===== src/rtl/fsm_out_pkg.sv =====
// Shared types and constants for the controller output-word decoder.
// Latency: n/a (declarations only).
// Backpressure: n/a.
//
// Holds the decoder state enum, alarm cause encodings, symbol codes and the
// 17 legal 20-bit controller output words. Bit k-1 of a word carries y(k).
package fsm_out_pkg;

    typedef enum logic [1:0] {
        ST_IDLE   = 2'd0,
        ST_ACTIVE = 2'd1,
        ST_SILENT = 2'd2,
        ST_ALARM  = 2'd3
    } state_t;

    localparam logic [1:0] CAUSE_NONE    = 2'b00;
    localparam logic [1:0] CAUSE_SILENCE = 2'b01;
    localparam logic [1:0] CAUSE_ILLEGAL = 2'b10;

    localparam logic [4:0] SYM_IDLE    = 5'd0;
    localparam logic [4:0] SYM_01      = 5'd1;   // {y16}
    localparam logic [4:0] SYM_02      = 5'd2;   // {y19}
    localparam logic [4:0] SYM_03      = 5'd3;   // {y1,y8,y9}
    localparam logic [4:0] SYM_04      = 5'd4;   // {y1,y2,y3}
    localparam logic [4:0] SYM_05      = 5'd5;   // {y1,y2,y12}
    localparam logic [4:0] SYM_06      = 5'd6;   // {y2,y10,y12}
    localparam logic [4:0] SYM_07      = 5'd7;   // {y18}
    localparam logic [4:0] SYM_08      = 5'd8;   // {y10,y11,y12}
    localparam logic [4:0] SYM_09      = 5'd9;   // {y7,y9,y15}
    localparam logic [4:0] SYM_10      = 5'd10;  // {y5}
    localparam logic [4:0] SYM_11      = 5'd11;  // {y4}
    localparam logic [4:0] SYM_12      = 5'd12;  // {y8,y9,y17}
    localparam logic [4:0] SYM_13      = 5'd13;  // {y6}
    localparam logic [4:0] SYM_14      = 5'd14;  // {y1,y11,y12}
    localparam logic [4:0] SYM_15      = 5'd15;  // {y20}
    localparam logic [4:0] SYM_16      = 5'd16;  // {y1,y9,y14,y15}
    localparam logic [4:0] SYM_17      = 5'd17;  // {y13}
    localparam logic [4:0] SYM_ILLEGAL = 5'd31;

    localparam logic [19:0] WORD_IDLE = 20'h00000;
    localparam logic [19:0] WORD_01   = 20'h08000;
    localparam logic [19:0] WORD_02   = 20'h40000;
    localparam logic [19:0] WORD_03   = 20'h00181;
    localparam logic [19:0] WORD_04   = 20'h00007;
    localparam logic [19:0] WORD_05   = 20'h00803;
    localparam logic [19:0] WORD_06   = 20'h00A02;
    localparam logic [19:0] WORD_07   = 20'h20000;
    localparam logic [19:0] WORD_08   = 20'h00E00;
    localparam logic [19:0] WORD_09   = 20'h04140;
    localparam logic [19:0] WORD_10   = 20'h00010;
    localparam logic [19:0] WORD_11   = 20'h00008;
    localparam logic [19:0] WORD_12   = 20'h10180;
    localparam logic [19:0] WORD_13   = 20'h00020;
    localparam logic [19:0] WORD_14   = 20'h00C01;
    localparam logic [19:0] WORD_15   = 20'h80000;
    localparam logic [19:0] WORD_16   = 20'h06101;
    localparam logic [19:0] WORD_17   = 20'h01000;

endpackage


===== src/rtl/fsm_out_sym_lut.sv =====
// Purpose: exact-match lookup of a 20-bit controller output word to a symbol code.
// Latency: combinational, zero cycles.
// Backpressure: none; pure function of the input word.
//
// Ports:
//   y    - controller output word, y[k-1] = y(k)
//   code - symbol code 0..17, or 31 for any word outside the alphabet
module fsm_out_sym_lut
    import fsm_out_pkg::*;
(
    input  logic [19:0] y,
    output logic [4:0]  code
);

    always_comb begin
        code = SYM_ILLEGAL;
        case (y)
            WORD_IDLE: code = SYM_IDLE;
            WORD_01:   code = SYM_01;
            WORD_02:   code = SYM_02;
            WORD_03:   code = SYM_03;
            WORD_04:   code = SYM_04;
            WORD_05:   code = SYM_05;
            WORD_06:   code = SYM_06;
            WORD_07:   code = SYM_07;
            WORD_08:   code = SYM_08;
            WORD_09:   code = SYM_09;
            WORD_10:   code = SYM_10;
            WORD_11:   code = SYM_11;
            WORD_12:   code = SYM_12;
            WORD_13:   code = SYM_13;
            WORD_14:   code = SYM_14;
            WORD_15:   code = SYM_15;
            WORD_16:   code = SYM_16;
            WORD_17:   code = SYM_17;
            default:   code = SYM_ILLEGAL;
        endcase
    end

endmodule


===== src/rtl/fsm_out_decoder.sv =====
// Purpose: decode controller output words to symbols; flag silence runs and illegal words.
// Latency: 1 cycle from sampled word to sym_code/sym_valid and alarm.
// Backpressure: none; one word accepted every cycle.
//
// Ports:
//   clk, rst_n            - clock and synchronous active-low reset
//   y_in, y_valid         - controller output word and its sample strobe
//   alarm_clr             - returns to IDLE, clears alarm and both counters
//   sym_code, sym_valid   - last decoded symbol and one-cycle update pulse
//   alarm, alarm_cause    - sticky flag and first cause (01 silence, 10 illegal)
//   silent_run            - consecutive zero-word count, saturating at 255
//   illegal_cnt           - illegal words seen, saturating at 255
//   hist                  - symbol history, newest in LSBs (FSM_OUT_HIST_EN only)
//
// Optional feature macro: FSM_OUT_HIST_EN adds the HIST_DEPTH-entry history.
module fsm_out_decoder
    import fsm_out_pkg::*;
#(
    parameter int SILENT_MAX = 8,
    parameter int HIST_DEPTH = 4
) (
    input  logic        clk,
    input  logic        rst_n,
    input  logic [19:0] y_in,
    input  logic        y_valid,
    input  logic        alarm_clr,
    output logic [4:0]  sym_code,
    output logic        sym_valid,
    output logic        alarm,
    output logic [1:0]  alarm_cause,
    output logic [7:0]  silent_run,
    output logic [7:0]  illegal_cnt
`ifdef FSM_OUT_HIST_EN
    ,
    output logic [5*HIST_DEPTH-1:0] hist
`endif
);

    localparam logic [7:0] SILENT_LIMIT = 8'(SILENT_MAX);

    state_t     state;
    logic [4:0] lut_code;
    logic       is_zero;
    logic       is_illegal;
    logic [7:0] run_inc;
    logic [7:0] ill_inc;

    fsm_out_sym_lut u_lut (
        .y    (y_in),
        .code (lut_code)
    );

    assign is_zero    = (y_in == WORD_IDLE);
    assign is_illegal = (lut_code == SYM_ILLEGAL);
    assign run_inc    = (silent_run == 8'hFF) ? 8'hFF : silent_run + 8'd1;
    assign ill_inc    = (illegal_cnt == 8'hFF) ? 8'hFF : illegal_cnt + 8'd1;

    always_ff @(posedge clk) begin
        if (!rst_n) begin
            state       <= ST_IDLE;
            sym_code    <= SYM_IDLE;
            sym_valid   <= 1'b0;
            alarm       <= 1'b0;
            alarm_cause <= CAUSE_NONE;
            silent_run  <= 8'd0;
            illegal_cnt <= 8'd0;
        end else begin
            // Decoding is independent of state and of alarm_clr.
            sym_valid <= y_valid;
            if (y_valid) begin
                sym_code <= lut_code;
            end

            if (alarm_clr) begin
                // Clear beats any word sampled in the same cycle.
                state       <= ST_IDLE;
                alarm       <= 1'b0;
                alarm_cause <= CAUSE_NONE;
                silent_run  <= 8'd0;
                illegal_cnt <= 8'd0;
            end else if (y_valid) begin
                if (is_illegal) begin
                    illegal_cnt <= ill_inc;
                end
                case (state)
                    ST_IDLE, ST_ACTIVE: begin
                        if (is_illegal) begin
                            state       <= ST_ALARM;
                            alarm       <= 1'b1;
                            alarm_cause <= CAUSE_ILLEGAL;
                            silent_run  <= 8'd0;
                        end else if (is_zero) begin
                            state      <= ST_SILENT;
                            silent_run <= 8'd1;
                        end else begin
                            state      <= ST_ACTIVE;
                            silent_run <= 8'd0;
                        end
                    end
                    ST_SILENT: begin
                        if (is_illegal) begin
                            state       <= ST_ALARM;
                            alarm       <= 1'b1;
                            alarm_cause <= CAUSE_ILLEGAL;
                            silent_run  <= 8'd0;
                        end else if (is_zero) begin
                            silent_run <= run_inc;
                            if (run_inc == SILENT_LIMIT) begin
                                state       <= ST_ALARM;
                                alarm       <= 1'b1;
                                alarm_cause <= CAUSE_SILENCE;
                            end
                        end else begin
                            state      <= ST_ACTIVE;
                            silent_run <= 8'd0;
                        end
                    end
                    ST_ALARM: begin
                        // State and cause frozen; the run keeps tracking the
                        // input so the harness can still see silence length.
                        if (is_zero) begin
                            silent_run <= run_inc;
                        end else begin
                            silent_run <= 8'd0;
                        end
                    end
                    default: begin
                        state <= ST_IDLE;
                    end
                endcase
            end
        end
    end

`ifdef FSM_OUT_HIST_EN
    // History shifts on every valid word, including during ALARM and clear;
    // only reset zeroes it.
    if (HIST_DEPTH > 1) begin : g_hist_multi
        always_ff @(posedge clk) begin
            if (!rst_n) begin
                hist <= '0;
            end else if (y_valid) begin
                hist <= {hist[5*HIST_DEPTH-6:0], lut_code};
            end
        end
    end else begin : g_hist_single
        always_ff @(posedge clk) begin
            if (!rst_n) begin
                hist <= '0;
            end else if (y_valid) begin
                hist <= lut_code;
            end
        end
    end
`endif

endmodule

===== config.mk =====
export PLATFORM = sky130hd
export DESIGN_NAME = fsm_out_decoder
export DESIGN_NICKNAME = d
export VERILOG_FILES = /design/src/rtl/fsm_out_pkg.sv /design/src/rtl/fsm_out_sym_lut.sv /design/src/rtl/fsm_out_decoder.sv
export SDC_FILE = /design/constraint.sdc
export NUM_CORES = 1
export LEC_CHECK = 0
export CORE_UTILIZATION = 53
export CTS_BUF_LIST = sky130_fd_sc_hd__clkbuf_16
export CTS_CLUSTER_DIAMETER = 40
export DETAILED_ROUTE_END_ITERATION = 7
export MAX_ROUTING_LAYER = met4
export PLACE_DENSITY = 0.82
export SLEW_MARGIN = 20
export SYNTH_ARGS = -nofsm -noshare
export SYNTH_HDL_FRONTEND = slang
export SYNTH_SLANG_ARGS = --single-unit

===== constraint.sdc =====
create_clock -name clk -period 3.8 [get_ports clk]
set_input_delay 0.76 -clock clk [delete_from_list [all_inputs] [get_ports clk]]
set_output_delay 0.76 -clock clk [all_outputs]
set_load 0.02 [all_outputs]

==> reports/results.txt <==
Post-CTS Setup Bufs = 0
TritonCTS clock tree = done
Hold Crit Start = sym_code[1]
Die area = 3944 um2
Synthesized area = 1959 um2
Vias in the first global route = 1981
Cts bufs inserted = 3
Commonest non-fill, non-tap cell in the layout = clkdlybuf4s50_1
Synth warn = 0
Post-DR vias/cell = 6.205
Status = finished clean
Final period util = 88.18%
Async SR Flop Fraction = 0%
Routed WL = 5.238 mm
Hold slack = 497.2 ps
EDFF count, synth = 0
DR pass1 iterations = 4
Final core utilization = 74.19%
Port Buffer Count = 48
Top FF cell, synth = dfxtp_1
Crit path time final = 3351 ps
Crit path capture type = flip-flop
Skew final = 2.924 ps
Post-Syn Nets = 282
Clk root buf = clkbuf_16
Number of placement rows = 21
Post-route ant nets = 0
Final setup vio count = 0
Setup CP Type = input port to flip-flop
Nets = 328
Total power draw = 639.9 uW
Leakage = 0.0008255 uW
DR iter-0 viols = 226
Startpoint Class = input port
Worst reg2reg endpoint = alarm_cause[1]
H-tree Lvls = 1
HP Class = flip-flop to flip-flop
Most frequent cells in the layout = 48 x clkdlybuf4s50_1, 27 x nor2_1, 27 x dfxtp_1, 21 x nand2_1, 17 x o21ai_0
Seq/Total Area, Yosys = 27.59%
CTS Hold Buffers Added = 0
Final hold vios = 0
WHS Path Cells = 2
DR vias = 2153
Total track usage = 28.81%
Pin count of the biggest net entering global routing = 20
First-pass GRT wire length = 9.073 mm
R2R cell count = 7
Clk sinks = 27
Clk buf depth = 2
RSZ-0062 raised after global routing = false
Worst reg-to-reg setup slack = 1550 ps
Synth Register Bits = 27
Peak Freq = 0.2984 GHz
Global placement routability congestion = 0.9382
WP data required = 3960 ps
Die W = 62.80 um
Post-CTS Resized = 0
Arrival @ worst endpoint = 3510 ps
# IOs = 49
Clk Latency, worst-skew pair = 260 ps
Total negative slack = 0 ps
Initial antenna violation count = 0
Cell variety after synth = 53
Max Cap Violations = 0
WHS Endpoint = sym_code[1]
Total congestion overflow = 0
Antenna diodes = 0
Die Ht = 62.80 um
Hpwl dp = 3.995 mm
Core area = 3442 um2
Slew @ Worst Pin = 788.6 ps
Routed len/inst = 15.10 um
Starting Density = 56.92%
Pwr Density = 250.6 nW/um2
Syn Inst Count = 256
Clk slew on worst S/H paths = 70 ps
Reg2reg start = silent_run[0]
Maximum VDD drop = 168.4 uV
Pre-CTS setup slack = 251.2 ps
Layout cell share with drive strength beyond 1 = 6.977%
Residual DRC = 0
Mapped Avg Cell Area = 7.654 um2
Final worst slack = 449.1 ps
Area grow syn2layout = 30.33%
Slew headroom = 47.07%
Worst-path maximum fanout = 6
Final Max Tran Viols = 0
==> per-stage QoR <==
step | cells | instance area (um2)
2_1_floorplan | 256 | 1959
5_1_grt | 347 | 2554
3_5_place_dp | 343 | 2474
6_report | 347 | 2554
4_1_cts | 347 | 2554
3_3_place_gp | 343 | 2474
==> metal layers <==
metal / GRT usage [%] / vias to the layer above / share of wire, %
met5: - / - / 0
met4: 5.814 / 0 / 0.46
met3: 5.292 / 2 / 5.9
met2: 45.11 / 71 / 46
met1: 38.60 / 1012 / 48
li1: - / 1068 / -
==> sequential cells by signal (all words and copies together), names as in the netlist <==
| name | cells |
|---|---|
| sym_valid | 1 |
| alarm | 1 |
| alarm_cause | 2 |
| sym_code | 5 |
| state | 2 |
| silent_run | 8 |
| illegal_cnt | 8 |
==> layout make-up <==
type / count / area (um2)
clock buffer: 3 / 75.07
clock inverter: 1 / 5.005
fill: 281 / 888.4
inverter: 11 / 41.29
multi-input combinational: 207 / 1324
sequential: 27 / 540.5
tap: 46 / 57.56
timing repair buffer: 52 / 510.5
==> cells in the mapped netlist, types with 4 or more instances <==
cell | n | area (um2)
dfxtp_1 | 27 | 540.5
nor2_1 | 27 | 101.4
nand2_1 | 21 | 78.83
o21ai_0 | 17 | 85.08
nand3_1 | 16 | 80.08
a21oi_1 | 14 | 70.07
inv_1 | 11 | 41.29
nand4_1 | 9 | 56.30
nand2b_1 | 8 | 50.05
nor3_1 | 8 | 40.04
nor4_1 | 8 | 50.05
a31oi_1 | 6 | 37.54
clkbuf_1 | 6 | 22.52
a211oi_1 | 5 | 37.54
a311oi_1 | 5 | 43.79
nor4b_1 | 5 | 43.79
buf_2 | 4 | 20.02
nor4_4 | 4 | 85.08
==> cells by family after synthesis <==
kind of cell | after synthesis | share of synthesized area, %
simple gates | 135 | 41.83
compound gates | 67 | 23.12
flops | 27 | 27.59
buf+inv | 22 | 4.853
xor+xnor | 3 | 1.341
fa+ha+maj | 2 | 1.277
==> power by group <==
group	internal (uW)	switching, uW	leakage, uW
logic	48.6	53.9	0.000564
clock network	142	99.5	0.0000409
registers	290	5.56	0.000220
total	481	159	0.000825
==> worst max path at each step <==
stage | start | endpoint | slack (ps) | cells after the start
detailed placement | y_in[1] | illegal_cnt[2] | 250 | 9
global route | y_in[1] | illegal_cnt[2] | 260 | 9
CTS | y_in[1] | illegal_cnt[2] | 500 | 9
global placement | y_in[1] | illegal_cnt[2] | 260 | 9
finish | y_in[1] | illegal_cnt[2] | 450 | 9
floorplan | y_in[1] | illegal_cnt[2] | 1310 | 8
==> worst max-delay path: stages <==
cell	delay, ps
clkdlybuf4s50_1	490
nor4_2	590
nand3_2	190
nor4_1	530
a41o_1	230
a311oi_1	140
buf_4	230
a41o_1	220
o211a_1	120
No activity file was read; power rests on OpenSTA's default activity.
